### src/rtl/apb_master_bridge_if.sv
// Command/response handshake plus APB bus bundle for apb_master_bridge.
// "master" is the bridge's view; "slave" is the view of whatever drives commands and answers APB.
interface apb_master_bridge_if #(
  parameter int ADDR_W = 32,
  parameter int DATA_W = 32
);
  localparam int STRB_W = DATA_W / 8;

  logic              cmd_valid;
  logic              cmd_ready;
  logic              cmd_write;
  logic [ADDR_W-1:0] cmd_addr;
  logic [DATA_W-1:0] cmd_wdata;
  logic [STRB_W-1:0] cmd_strb;

  logic              rsp_valid;
  logic              rsp_ready;
  logic [DATA_W-1:0] rsp_rdata;
  logic              rsp_slverr;
  logic              rsp_timeout;

  logic              psel;
  logic              penable;
  logic              pwrite;
  logic [ADDR_W-1:0] paddr;
  logic [DATA_W-1:0] pwdata;
  logic [STRB_W-1:0] pstrb;
  logic [DATA_W-1:0] prdata;
  logic              pready;
  logic              pslverr;

  modport master (
    input  cmd_valid, cmd_write, cmd_addr, cmd_wdata, cmd_strb,
    input  rsp_ready, prdata, pready, pslverr,
    output cmd_ready, rsp_valid, rsp_rdata, rsp_slverr, rsp_timeout,
    output psel, penable, pwrite, paddr, pwdata, pstrb
  );

  modport slave (
    output cmd_valid, cmd_write, cmd_addr, cmd_wdata, cmd_strb,
    output rsp_ready, prdata, pready, pslverr,
    input  cmd_ready, rsp_valid, rsp_rdata, rsp_slverr, rsp_timeout,
    input  psel, penable, pwrite, paddr, pwdata, pstrb
  );
endinterface

### src/rtl/apb_master_bridge.sv
// APB initiator: turns one command handshake into a SETUP/ACCESS transfer and returns
// a registered response; an optional wait-state limit aborts a stalled slave.
module apb_master_bridge #(
  parameter int ADDR_W  = 32,
  parameter int DATA_W  = 32,
  parameter int TIMEOUT = 16
) (
  input logic                 pclk,
  input logic                 preset_n,
  apb_master_bridge_if.master bus
);
  localparam int STRB_W = DATA_W / 8;
  localparam int CW     = $clog2(TIMEOUT) + 1;
  localparam logic [CW-1:0] TO_LAST = (TIMEOUT == 0) ? '0 : CW'(TIMEOUT - 1);

  typedef enum logic [1:0] {IDLE, SETUP, ACCESS, RESP} state_e;

  state_e            state_q, state_d;
  logic              cmd_ready_q, cmd_ready_d;
  logic              psel_q, psel_d;
  logic              penable_q, penable_d;
  logic              pwrite_q, pwrite_d;
  logic [ADDR_W-1:0] paddr_q, paddr_d;
  logic [DATA_W-1:0] pwdata_q, pwdata_d;
  logic [STRB_W-1:0] pstrb_q, pstrb_d;
  logic              rsp_valid_q, rsp_valid_d;
  logic [DATA_W-1:0] rsp_rdata_q, rsp_rdata_d;
  logic              rsp_slverr_q, rsp_slverr_d;
  logic              rsp_timeout_q, rsp_timeout_d;
  logic [CW-1:0]     cnt_q, cnt_d;

  always_ff @(posedge pclk or negedge preset_n) begin
    if (!preset_n) begin
      state_q       <= IDLE;
      cmd_ready_q   <= 1'b0;
      psel_q        <= 1'b0;
      penable_q     <= 1'b0;
      pwrite_q      <= 1'b0;
      paddr_q       <= '0;
      pwdata_q      <= '0;
      pstrb_q       <= '0;
      rsp_valid_q   <= 1'b0;
      rsp_rdata_q   <= '0;
      rsp_slverr_q  <= 1'b0;
      rsp_timeout_q <= 1'b0;
      cnt_q         <= '0;
    end else begin
      state_q       <= state_d;
      cmd_ready_q   <= cmd_ready_d;
      psel_q        <= psel_d;
      penable_q     <= penable_d;
      pwrite_q      <= pwrite_d;
      paddr_q       <= paddr_d;
      pwdata_q      <= pwdata_d;
      pstrb_q       <= pstrb_d;
      rsp_valid_q   <= rsp_valid_d;
      rsp_rdata_q   <= rsp_rdata_d;
      rsp_slverr_q  <= rsp_slverr_d;
      rsp_timeout_q <= rsp_timeout_d;
      cnt_q         <= cnt_d;
    end
  end

  always_comb begin
    state_d       = state_q;
    psel_d        = psel_q;
    penable_d     = penable_q;
    pwrite_d      = pwrite_q;
    paddr_d       = paddr_q;
    pwdata_d      = pwdata_q;
    pstrb_d       = pstrb_q;
    rsp_valid_d   = rsp_valid_q;
    rsp_rdata_d   = rsp_rdata_q;
    rsp_slverr_d  = rsp_slverr_q;
    rsp_timeout_d = rsp_timeout_q;
    cnt_d         = cnt_q;

    unique case (state_q)
      IDLE: begin
        // cmd_ready is itself a register, so acceptance follows the visible value
        if (cmd_ready_q && bus.cmd_valid) begin
          pwrite_d = bus.cmd_write;
          paddr_d  = bus.cmd_addr;
          pwdata_d = bus.cmd_wdata;
          pstrb_d  = bus.cmd_write ? bus.cmd_strb : '0;
          psel_d   = 1'b1;
          cnt_d    = '0;
          state_d  = SETUP;
        end
      end
      SETUP: begin
        penable_d = 1'b1;
        state_d   = ACCESS;
      end
      ACCESS: begin
        if (bus.pready) begin
          rsp_rdata_d   = pwrite_q ? '0 : bus.prdata;
          rsp_slverr_d  = bus.pslverr;
          rsp_timeout_d = 1'b0;
          rsp_valid_d   = 1'b1;
          psel_d        = 1'b0;
          penable_d     = 1'b0;
          state_d       = RESP;
        end else if (TIMEOUT != 0 && cnt_q == TO_LAST) begin
          // Abort drops psel without pready; the slave never sees a completed transfer
          rsp_rdata_d   = '0;
          rsp_slverr_d  = 1'b1;
          rsp_timeout_d = 1'b1;
          rsp_valid_d   = 1'b1;
          psel_d        = 1'b0;
          penable_d     = 1'b0;
          state_d       = RESP;
        end else if (cnt_q != '1) begin
          cnt_d = cnt_q + CW'(1);
        end
      end
      RESP: begin
        if (bus.rsp_ready) begin
          rsp_valid_d = 1'b0;
          state_d     = IDLE;
        end
      end
      default: state_d = IDLE;
    endcase

    cmd_ready_d = (state_d == IDLE);
  end

  assign bus.cmd_ready   = cmd_ready_q;
  assign bus.rsp_valid   = rsp_valid_q;
  assign bus.rsp_rdata   = rsp_rdata_q;
  assign bus.rsp_slverr  = rsp_slverr_q;
  assign bus.rsp_timeout = rsp_timeout_q;
  assign bus.psel        = psel_q;
  assign bus.penable     = penable_q;
  assign bus.pwrite      = pwrite_q;
  assign bus.paddr       = paddr_q;
  assign bus.pwdata      = pwdata_q;
  assign bus.pstrb       = pstrb_q;
endmodule

### src/flat_wrapper.sv
// flat-port wrapper written by rule: the top's interface ports become plain ports
module apb_master_bridge_flat 
#(
  parameter int ADDR_W  = 32,
  parameter int DATA_W  = 32,
  parameter int TIMEOUT = 16
)
  (pclk, preset_n, bus_cmd_valid, bus_cmd_write, bus_cmd_addr, bus_cmd_wdata, bus_cmd_strb, bus_rsp_ready, bus_prdata, bus_pready, bus_pslverr, bus_cmd_ready, bus_rsp_valid, bus_rsp_rdata, bus_rsp_slverr, bus_rsp_timeout, bus_psel, bus_penable, bus_pwrite, bus_paddr, bus_pwdata, bus_pstrb);
  apb_master_bridge_if #(.ADDR_W(ADDR_W), .DATA_W(DATA_W)) bus_i ();
  input logic pclk;
  input logic preset_n;
  input wire logic [$bits(bus_i.cmd_valid)-1:0] bus_cmd_valid;
  input wire logic [$bits(bus_i.cmd_write)-1:0] bus_cmd_write;
  input wire logic [$bits(bus_i.cmd_addr)-1:0] bus_cmd_addr;
  input wire logic [$bits(bus_i.cmd_wdata)-1:0] bus_cmd_wdata;
  input wire logic [$bits(bus_i.cmd_strb)-1:0] bus_cmd_strb;
  input wire logic [$bits(bus_i.rsp_ready)-1:0] bus_rsp_ready;
  input wire logic [$bits(bus_i.prdata)-1:0] bus_prdata;
  input wire logic [$bits(bus_i.pready)-1:0] bus_pready;
  input wire logic [$bits(bus_i.pslverr)-1:0] bus_pslverr;
  output wire logic [$bits(bus_i.cmd_ready)-1:0] bus_cmd_ready;
  output wire logic [$bits(bus_i.rsp_valid)-1:0] bus_rsp_valid;
  output wire logic [$bits(bus_i.rsp_rdata)-1:0] bus_rsp_rdata;
  output wire logic [$bits(bus_i.rsp_slverr)-1:0] bus_rsp_slverr;
  output wire logic [$bits(bus_i.rsp_timeout)-1:0] bus_rsp_timeout;
  output wire logic [$bits(bus_i.psel)-1:0] bus_psel;
  output wire logic [$bits(bus_i.penable)-1:0] bus_penable;
  output wire logic [$bits(bus_i.pwrite)-1:0] bus_pwrite;
  output wire logic [$bits(bus_i.paddr)-1:0] bus_paddr;
  output wire logic [$bits(bus_i.pwdata)-1:0] bus_pwdata;
  output wire logic [$bits(bus_i.pstrb)-1:0] bus_pstrb;
  assign bus_i.cmd_valid = bus_cmd_valid;
  assign bus_i.cmd_write = bus_cmd_write;
  assign bus_i.cmd_addr = bus_cmd_addr;
  assign bus_i.cmd_wdata = bus_cmd_wdata;
  assign bus_i.cmd_strb = bus_cmd_strb;
  assign bus_i.rsp_ready = bus_rsp_ready;
  assign bus_i.prdata = bus_prdata;
  assign bus_i.pready = bus_pready;
  assign bus_i.pslverr = bus_pslverr;
  assign bus_cmd_ready = bus_i.cmd_ready;
  assign bus_rsp_valid = bus_i.rsp_valid;
  assign bus_rsp_rdata = bus_i.rsp_rdata;
  assign bus_rsp_slverr = bus_i.rsp_slverr;
  assign bus_rsp_timeout = bus_i.rsp_timeout;
  assign bus_psel = bus_i.psel;
  assign bus_penable = bus_i.penable;
  assign bus_pwrite = bus_i.pwrite;
  assign bus_paddr = bus_i.paddr;
  assign bus_pwdata = bus_i.pwdata;
  assign bus_pstrb = bus_i.pstrb;
  apb_master_bridge #(.ADDR_W(ADDR_W), .DATA_W(DATA_W), .TIMEOUT(TIMEOUT)) u_core (.pclk(pclk), .preset_n(preset_n), .bus(bus_i));
endmodule
### config.mk
export PLATFORM = sky130hd
export DESIGN_NAME = apb_master_bridge_flat
export DESIGN_NICKNAME = d
export VERILOG_FILES = /design/src/rtl/apb_master_bridge_if.sv /design/src/rtl/apb_master_bridge.sv /design/src/flat_wrapper.sv
export SDC_FILE = /design/constraint.sdc
export NUM_CORES = 1
export LEC_CHECK = 0
export CAP_MARGIN = 20
export CORE_MARGIN = 1.5
export CORE_UTILIZATION = 40
export DETAILED_ROUTE_END_ITERATION = 10
export PLACE_DENSITY_LB_ADDON = 0.05
export SYNTH_ARGS = -nofsm -noshare
export SYNTH_HDL_FRONTEND = slang
export SYNTH_SLANG_ARGS = --single-unit
### constraint.sdc
create_clock -name pclk -period 3 [get_ports pclk]
set_input_delay 0.6 -clock pclk [delete_from_list [all_inputs] [get_ports pclk]]
set_output_delay 0.6 -clock pclk [all_outputs]
set_load 0.1 [all_outputs]
=== Yosys cells after proc, flatten, opt, wreduce, memory -nomap -nowiden ===
Index checks and enable logic that the tools add are counted.

* Bits in registers: 114
* Input bits: 107
* Output and inout bits: 107

* Add/subtract/negate cells: 1
* Eq/ne operators: 11
* Muxes and demuxes: 25
* Reductions and logical operators: 13

{| class="wikitable"
|+ Operators by type and width
! cell !! number
|-
| $mux W32 || 3
|-
| $mux W5 || 4
|-
| $pmux W5 S2 || 1
|-
| $mux W1 || 8
|-
| $mux W2 || 4
|-
| $pmux W2 S4 || 1
|-
| $reduce_bool A2 Y1 || 4
|-
| $ne A2 B2 Y1 const B || 3
|-
| $pmux W1 S2 || 3
|-
| $reduce_and A2 Y1 || 3
|-
| $reduce_and A3 Y1 || 2
|-
| $add A5 B1 Y5 const B || 1
|-
| $eq A5 B4 Y1 const B || 1
|-
| $ne A5 B5 Y1 const B || 1
|-
| $reduce_and A5 Y1 || 1
|-
| $eq A2 B2 Y1 const B || 2
|-
| $logic_not A2 Y1 || 2
|-
| $mux W4 || 1
|-
| $ne A2 B1 Y1 const B || 2
|-
| $ne A3 B2 Y1 const B || 1
|-
| $eq A2 B1 Y1 const B || 1
|-
| $logic_and A1 B1 Y1 || 1
|}

=== Depth between registers and ports, before layout ===
Gate-level depths: netlist of run 1.

* Depth after elaboration: 5
* Gate-level depth with buffers: 7
* Gate-level depth less buffers: 6

=== Worst setup path after synthesis of run 1 ===
OpenSTA, ideal clock, no wires.

* Path type: register to register
* From: reg u_core.cnt_q[0]
* To: reg u_core.cnt_q[3]
* Setup time: 69 ps
* Data arrival time: 2030 ps
* Data required time: 2931 ps
* Setup slack: 901 ps
* Stages on the path, launching flop included: 7
* Period minus slack after synthesis: 2099 ps
* Cell sequence: dfrtp_1 -> ha_1 -> and3_1 -> ha_1 -> or3_4 -> or4_1 -> nand3_1

* Cells in the longest elaborated chain, start to end: 5
* Elaborated cells between the ends (all ways): 10

{| class="wikitable"
|+ Ends and longest elaborated chain
! element !! RTL line !! RTL
|-
| start, declared || apb_master_bridge.sv:30 || <nowiki>logic [CW-1:0] cnt_q, cnt_d;</nowiki>
|-
| start signal, assigned || apb_master_bridge.sv:60 || <nowiki>cnt_q <= cnt_d;</nowiki>
|-
| $add A5 B1 Y5 || apb_master_bridge.sv:114 || <nowiki>cnt_d = cnt_q + CW'(1);</nowiki>
|-
| $mux W5 || apb_master_bridge.sv:113 || <nowiki>end else if (cnt_q != '1) begin</nowiki>
|-
| $mux W5 || apb_master_bridge.sv:104 || <nowiki>end else if (TIMEOUT != 0 && cnt_q == TO_LAST) begin</nowiki>
|-
| $mux W5 || apb_master_bridge.sv:96 || <nowiki>if (bus.pready) begin</nowiki>
|-
| $pmux W5 S2 || apb_master_bridge.sv:78 || <nowiki>unique case (state_q)</nowiki>
|}

Several ways; a longest one is shown, not always the timed one. The select of a mux whose other input is x is not followed.
A chain may end at the register's enable or synchronous reset.

=== Worst setup path after layout of run 1 ===
* From: reg u_core.cnt_q[0]
* To: reg u_core.cnt_q[4]

The elaborated chain is that of the path after synthesis.

==> impl_results.md, run 1 <==
* Worst setup EP type: flop
* Clock Skew at 14.9 ps
* Die area at 11700 sq um
* Finished Layout Cells at 686
* Register bit total from synthesis at 114
* Die Ht at 108 um
* Number of max-cap violations at 0
* Share of cells above drive strength 1 at 0.397
* Ys async rst share at 1.00
* GRT Overall Usage at 0.195
* Placed cells at 653
* Final hold viol count at 0
* Max_slew headroom at 0.632
* Clock Tree Root: clkbuf_8
* Ys Warns at 0
* Routed Wire Length at 11200 um
* CP Cell Sequence: ha_1 -> and3_1 -> ha_1 -> or3_4 -> a2111oi_0 -> nand3b_1
* Setup violations, final at 0
* Synthesis-to-finish area growth at 60.9%
* R2R cell count at 6
* I/O pin count at 214
* Vias in the first global route at 3386
* Synth Flop Type: dfrtp_1
* Reg2Reg Capture Point: u_core.cnt_q[4]
* Initial Util at 0.410
* First-pass GRT wire length at 17100 um
* Buffers on Ports at 213
* Fmax at 437 MHz
* TritonCTS Buffers at 17
* Final max-slew violation count at 0
* Post-route setup TNS at 0 ps
* Core area at 10800 sq um
* Slowest cell delay on critical path at 450 ps
* Startpoint Class: flop
* RSZ-0062 raised after global routing: false
* Worst Hold Class: input port to asynchronous set/reset pin
* Diodes inserted at 0
* Seq/Total Area, Yosys at 0.643
* Reg2reg start: u_core.cnt_q[0]
* Mapped Cells at 308
* Clock-pin transition on the worst setup and hold timing paths at 50 ps
* Vias at 3355
* GR Overflow Total at 0
* Flop2flop setup slack at 710 ps
* CP Class: flop to flop
* Row cnt at 38
* Remaining antenna violation count at 0
* CTS sink count at 114
* Synth unique cells at 34
* DRC violation count after routing at 0
* Drt wl/cell at 16.3 um
* DPL Wire Length at 7960 um
* DIE WIDTH at 108 um
* Layout net count at 647
* Outcome: finished, final reports clean
* Drt first pass iters at 4
* Starting DRT DRC Count at 121
* Mean area per synthesized cell at 14.4 sq um
* Largest net degree at the start of global routing at 65
* Post-CTS Setup Inserts at 0
* Fin crit share at 0.763
* Worst slew pin tran at 552 ps
* Post-synthesis cell area at 4440 sq um
* Worst-skew pair later-pin latency at 520 ps
* Worst EP required at 3450 ps
* Post-Syn Nets at 422
* Drt via density at 4.89
* Crit path DAT at 2740 ps
* Critical path's slowest cell: a2111oi_0
* CP max FO at 7
* GPL Wtd Cong at 0.737
* Max H-tree Level at 4
* Min Tclk post-route at 2290 ps
* Post-synth EDFFs at 0
* Top cell by count, worst path: ha_1
* Bufs on Longest Clock Path at 2
* Fillers at 799
* CTS tree: done
* Initial antenna violation count at 0
## worst max-delay path, delay by kind of cell (launching register included)
family	cells	cell delay (ps)
adder cells (fa/ha/maj)	2	540
AND/OR/NAND/NOR	3	810
AO/OA/AOI/OAI	1	450
flip-flops	1	420
## sequential cells by signal (all words and copies together), names as in the netlist
signal,count
u_core.bus.paddr,32
u_core.bus.pwdata,32
u_core.bus.rsp_rdata,32
u_core.cnt_q,5
u_core.bus.pstrb,4
u_core.state_q,2
u_core.bus.cmd_ready,1
u_core.bus.penable,1
u_core.bus.psel,1
u_core.bus.pwrite,1
u_core.bus.rsp_slverr,1
u_core.bus.rsp_timeout,1
u_core.bus.rsp_valid,1
## layout by cell type, fill, tap and decap left out, drive strengths merged
cell type / netlist / final
nor3: 1 / 1
nand4b: 1 / 1
and3: 1 / 1
o311ai: 1 / 1
a21bo: 1 / 1
nand3: 6 / 6
a211oi: 1 / 1
ha: 7 / 7
bufinv: 0 / 5
a21o: 2 / 2
o211ai: 2 / 2
clkinvlp: 0 / 1
o31a: 1 / 1
mux2: 65 / 65
buf: 9 / 116
or2b: 1 / 1
or3: 1 / 1
nor2: 6 / 6
nand2b: 1 / 1
a22o: 33 / 33
nand2: 12 / 12
clkbuf: 7 / 23
clkdlybuf4s50: 0 / 105
clkinv: 0 / 3
or4: 1 / 1
a2111oi: 1 / 1
dlygate4sd3: 0 / 1
o21ai: 13 / 13
o2bb2ai: 1 / 1
o21a: 1 / 1
a31oi: 3 / 3
a21oi: 6 / 6
inv: 6 / 6
dfrtp: 114 / 114
a21boi: 1 / 1
nand3b: 2 / 2
## stage by stage
| step | utilization | worst slack, ps | hold WS, ps | cell area (sq um) |
|---|---|---|---|---|
| after floorplan | - | 901 | 304 | 4440 |
| after global placement | 0.599 | 636 | 435 | 6490 |
| after detailed placement | 0.599 | 573 | 433 | 6490 |
| after CTS | 0.659 | 722 | 430 | 7140 |
| after global routing | 0.659 | 606 | 462 | 7140 |
| final | 0.659 | 710 | 451 | 7140 |
## what timing repair did
| item | 4_1_cts | 5_1_grt |
|---|---|---|
| resized for setup | 0 | 0 |
| endpoints found under the hold margin | 7 | 0 |
| hold buffers | 1 | 0 |
## synth_stat cells (2+ instances only)
library cell | instances | area (sq um)
o21ai_0 | 12 | 60.1
a21oi_1 | 6 | 30.0
clkbuf_1 | 7 | 26.3
nand3b_1 | 2 | 15.0
dfrtp_1 | 114 | 2850
inv_1 | 6 | 22.5
a21o_1 | 2 | 15.0
o211ai_1 | 2 | 15.0
a31oi_1 | 3 | 18.8
mux2_2 | 65 | 732
a22o_1 | 33 | 289
nand3_1 | 6 | 30.0
buf_2 | 7 | 35.0
nor2_1 | 6 | 22.5
ha_1 | 7 | 87.6
nand2_1 | 12 | 45.0
## final cells by class
class                      count  area (sq um)  area share
clock buffer                  23           467      0.0653
tap                          140           175      0.0245
timing repair buffer         222          1940       0.272
multi-input combinational    172          1510       0.211
clock inverter                 9           176      0.0247
inverter                       6          22.5     0.00315
sequential                   114          2850       0.399
## kinds of logic after synthesis
kind of cell,count (synthesis),synth area share
adders and majority gates,7,0.0197
and+or+nand+nor,33,0.0375
muxes,65,0.165
AOI/OAI and AO/OA,67,0.113
buffers and inverters,22,0.0223
DFF,114,0.643
## worst max-delay path by stage
| stage | from | endpoint | slack [ps] | depth (start not counted) |
|---|---|---|---|---|
| after detailed placement | bus_cmd_valid | u_core.bus.paddr[16] | 570 | 4 |
| after floorplan | u_core.cnt_q[0] | u_core.cnt_q[3] | 900 | 6 |
| final | u_core.cnt_q[0] | u_core.cnt_q[4] | 710 | 6 |
| after global placement | bus_cmd_valid | u_core.bus.paddr[11] | 640 | 4 |
| after global routing | u_core.cnt_q[0] | u_core.cnt_q[4] | 610 | 6 |
| after CTS | u_core.cnt_q[0] | u_core.cnt_q[4] | 720 | 6 |
## layer usage
metal | track usage | part of all wire
met2 | 0.308 | 0.47
met1 | 0.239 | 0.43
met4 | 0.0968 | 0.023
met5 | 0 | 0
met3 | 0.0639 | 0.081
Power of run 1 is left out: the tool's default activity adds up to more than one toggle a clock period on the data nets, which glitch-free logic cannot reach.
==> run 2, diff against run 1 <==
- clock period: 3 -> 2.35 ns (I/O delays scaled with it)
==> run 2 against run 1 <==
Core utilization up 0.65 points. Via count up 1.3%. Non-clock buffer count rose by 2. Clock-buffer cell count unchanged. Wire length down 1.9%. Final cell count rose by 0.29%. Global-route usage is 0.62 points lower. Clock skew decreased by 6.3 ps. Largest cell class unchanged. Critical path depth up 1. Die area stayed put.
==> impl_results.md, run 2 (same netlist as run 1, synthesis figures left out) <==
* Clock-pin transition on the worst setup and hold timing paths at 50 ps (about the same)
* Clock Skew at 8.58 ps (-6.27 ps)
* Min Tclk post-route at 2170 ps (-124 ps)
* GRT Overall Usage at 0.189 (-0.00619)
* Outcome: finished, final reports clean
* Drt via density at 4.94 (+1.0%)
* Max_slew headroom at 0.600 (-0.0323)
* Initial antenna violation count at 0 (unchanged)
* Most frequent cells in the layout: 116 x buf_4, 114 x dfrtp_1, 105 x clkdlybuf4s50_1
* DPL Wire Length at 7770 um (-2.3%)
* Die Ht at 108 um (unchanged)
* Commonest non-fill, non-tap cell in the layout: buf_4
* PostCTS Resize Cnt at 0 (unchanged)
* Startpoint Class: flop
* Fmax at 462 MHz (+5.7%)
* Drt wl/cell at 15.9 um (-2.2%)
* Buffers on Ports at 213 (unchanged)
* Post-route setup TNS at 0 ps (unchanged)
* Crit path DAT at 2550 ps (-190 ps)
* Vias at 3399 (+1.3%)
* Starting DRT DRC Count at 123 (+1.7%)
* Max H-tree Level at 4 (unchanged)
* Worst setup EP type: flop
* Die area at 11700 sq um (unchanged)
* Diodes inserted at 0 (unchanged)
* Routed Wire Length at 10900 um (-1.9%)
* Place WS at 210 ps (-363 ps)
* Largest net degree at the start of global routing at 115 (+77%)
* Drt first pass iters at 4 (unchanged)
* Hold buffer count at cts at 0 (-1)
* Final hold viol count at 0 (unchanged)
* Share of cells above drive strength 1 at 0.403 (+0.00585)
* Remaining antenna violation count at 0 (unchanged)
* CTS tree: done
* Bufs on Longest Clock Path at 2 (unchanged)
* GPL Wtd Cong at 0.740 (+0.41%)
* TritonCTS Buffers at 17 (unchanged)
* DRC violation count after routing at 0 (unchanged)
* I/O pin count at 214 (unchanged)
* Worst EP required at 2740 ps (-710 ps)
* CP Class: flop to flop
* Fin Hold WS at 36.3 ps (-414 ps)
* Final core utilization at 0.666 (+0.00646)
* Setup violations, final at 0 (unchanged)
* Layout net count at 649 (+0.31%)
* Number of max-cap violations at 0 (unchanged)
* DIE WIDTH at 108 um (unchanged)
* Worst slew pin tran at 600 ps (+48.4 ps)
* Vias in the first global route at 3354 (-0.95%)
* Row cnt at 38 (unchanged)
* Worst-skew pair later-pin latency at 510 ps (about the same)
* Post-CTS Setup Inserts at 0 (unchanged)
* Synthesis-to-finish area growth at 62.5%
* CTS sink count at 114 (unchanged)
* Fin crit share at 0.922 (+0.159)
* GR Overflow Total at 0 (unchanged)
* Setup WS post-layout at 183 ps (-526 ps)
* Worst Hold Class: input port to asynchronous set/reset pin
* Initial Util at 0.410 (unchanged)
* Final max-slew violation count at 0 (unchanged)
* Clock Tree Root: clkbuf_8
* Core area at 10800 sq um (unchanged)
* CP max FO at 6 (-1)
* RSZ-0062 raised after global routing: false
* First-pass GRT wire length at 16700 um (-2.4%)
## run 2: through the flow
| step | cell area (sq um) | std cells |
|---|---|---|
| after floorplan | 4440 | 308 |
| after global placement | 6540 | 656 |
| after detailed placement | 6540 | 656 |
| after CTS | 7210 | 688 |
| after global routing | 7210 | 688 |
| final | 7210 | 688 |
## run 2: path summary, 6_finish.rpt
path | start | endpoint | slack (ps) | depth (start not counted)
min in group pclk | u_core.bus.pstrb[3] | u_core.bus.pstrb[3] | 490 | 2
max reg2reg | u_core.cnt_q[0] | u_core.cnt_q[0] | 180 | 7
min reg2reg | u_core.bus.pstrb[3] | u_core.bus.pstrb[3] | 490 | 2
max in group asynchronous | preset_n | u_core.bus.pwdata[15] | 1860 | 2
max | u_core.cnt_q[0] | u_core.cnt_q[0] | 180 | 7
min | preset_n | u_core.bus.pwdata[5] | 40 | 2
## run 2: critical path, cell delays in order, from the launching register on
cell and delay, ps:
dfrtp_1 410, ha_1 240, and3_1 220, ha_1 220, buf_4 160, nor3_1 360, nand2b_1 130, o311ai_0 310
## run 2: per-layer routing
layer  up-vias  share of wire  GRT usage
met5         -              0          0
met4         0          0.024     0.0940
met3        22          0.082     0.0567
met2       161           0.47      0.302
met1      1634           0.42      0.232
li1       1582              -          -
## run 2: cell type report
| type | count | area [sq um] |
|---|---|---|
| Fill cell | 785 | 3630 |
| Tap cell | 140 | 175 |
| Clock inverter | 9 | 199 |
| Multi-Input combinational cell | 172 | 1510 |
| Clock buffer | 23 | 477 |
| Timing Repair Buffer | 224 | 1980 |
| Sequential cell | 114 | 2850 |
| Inverter | 6 | 22.5 |
Power of run 2 is left out for the same reason.
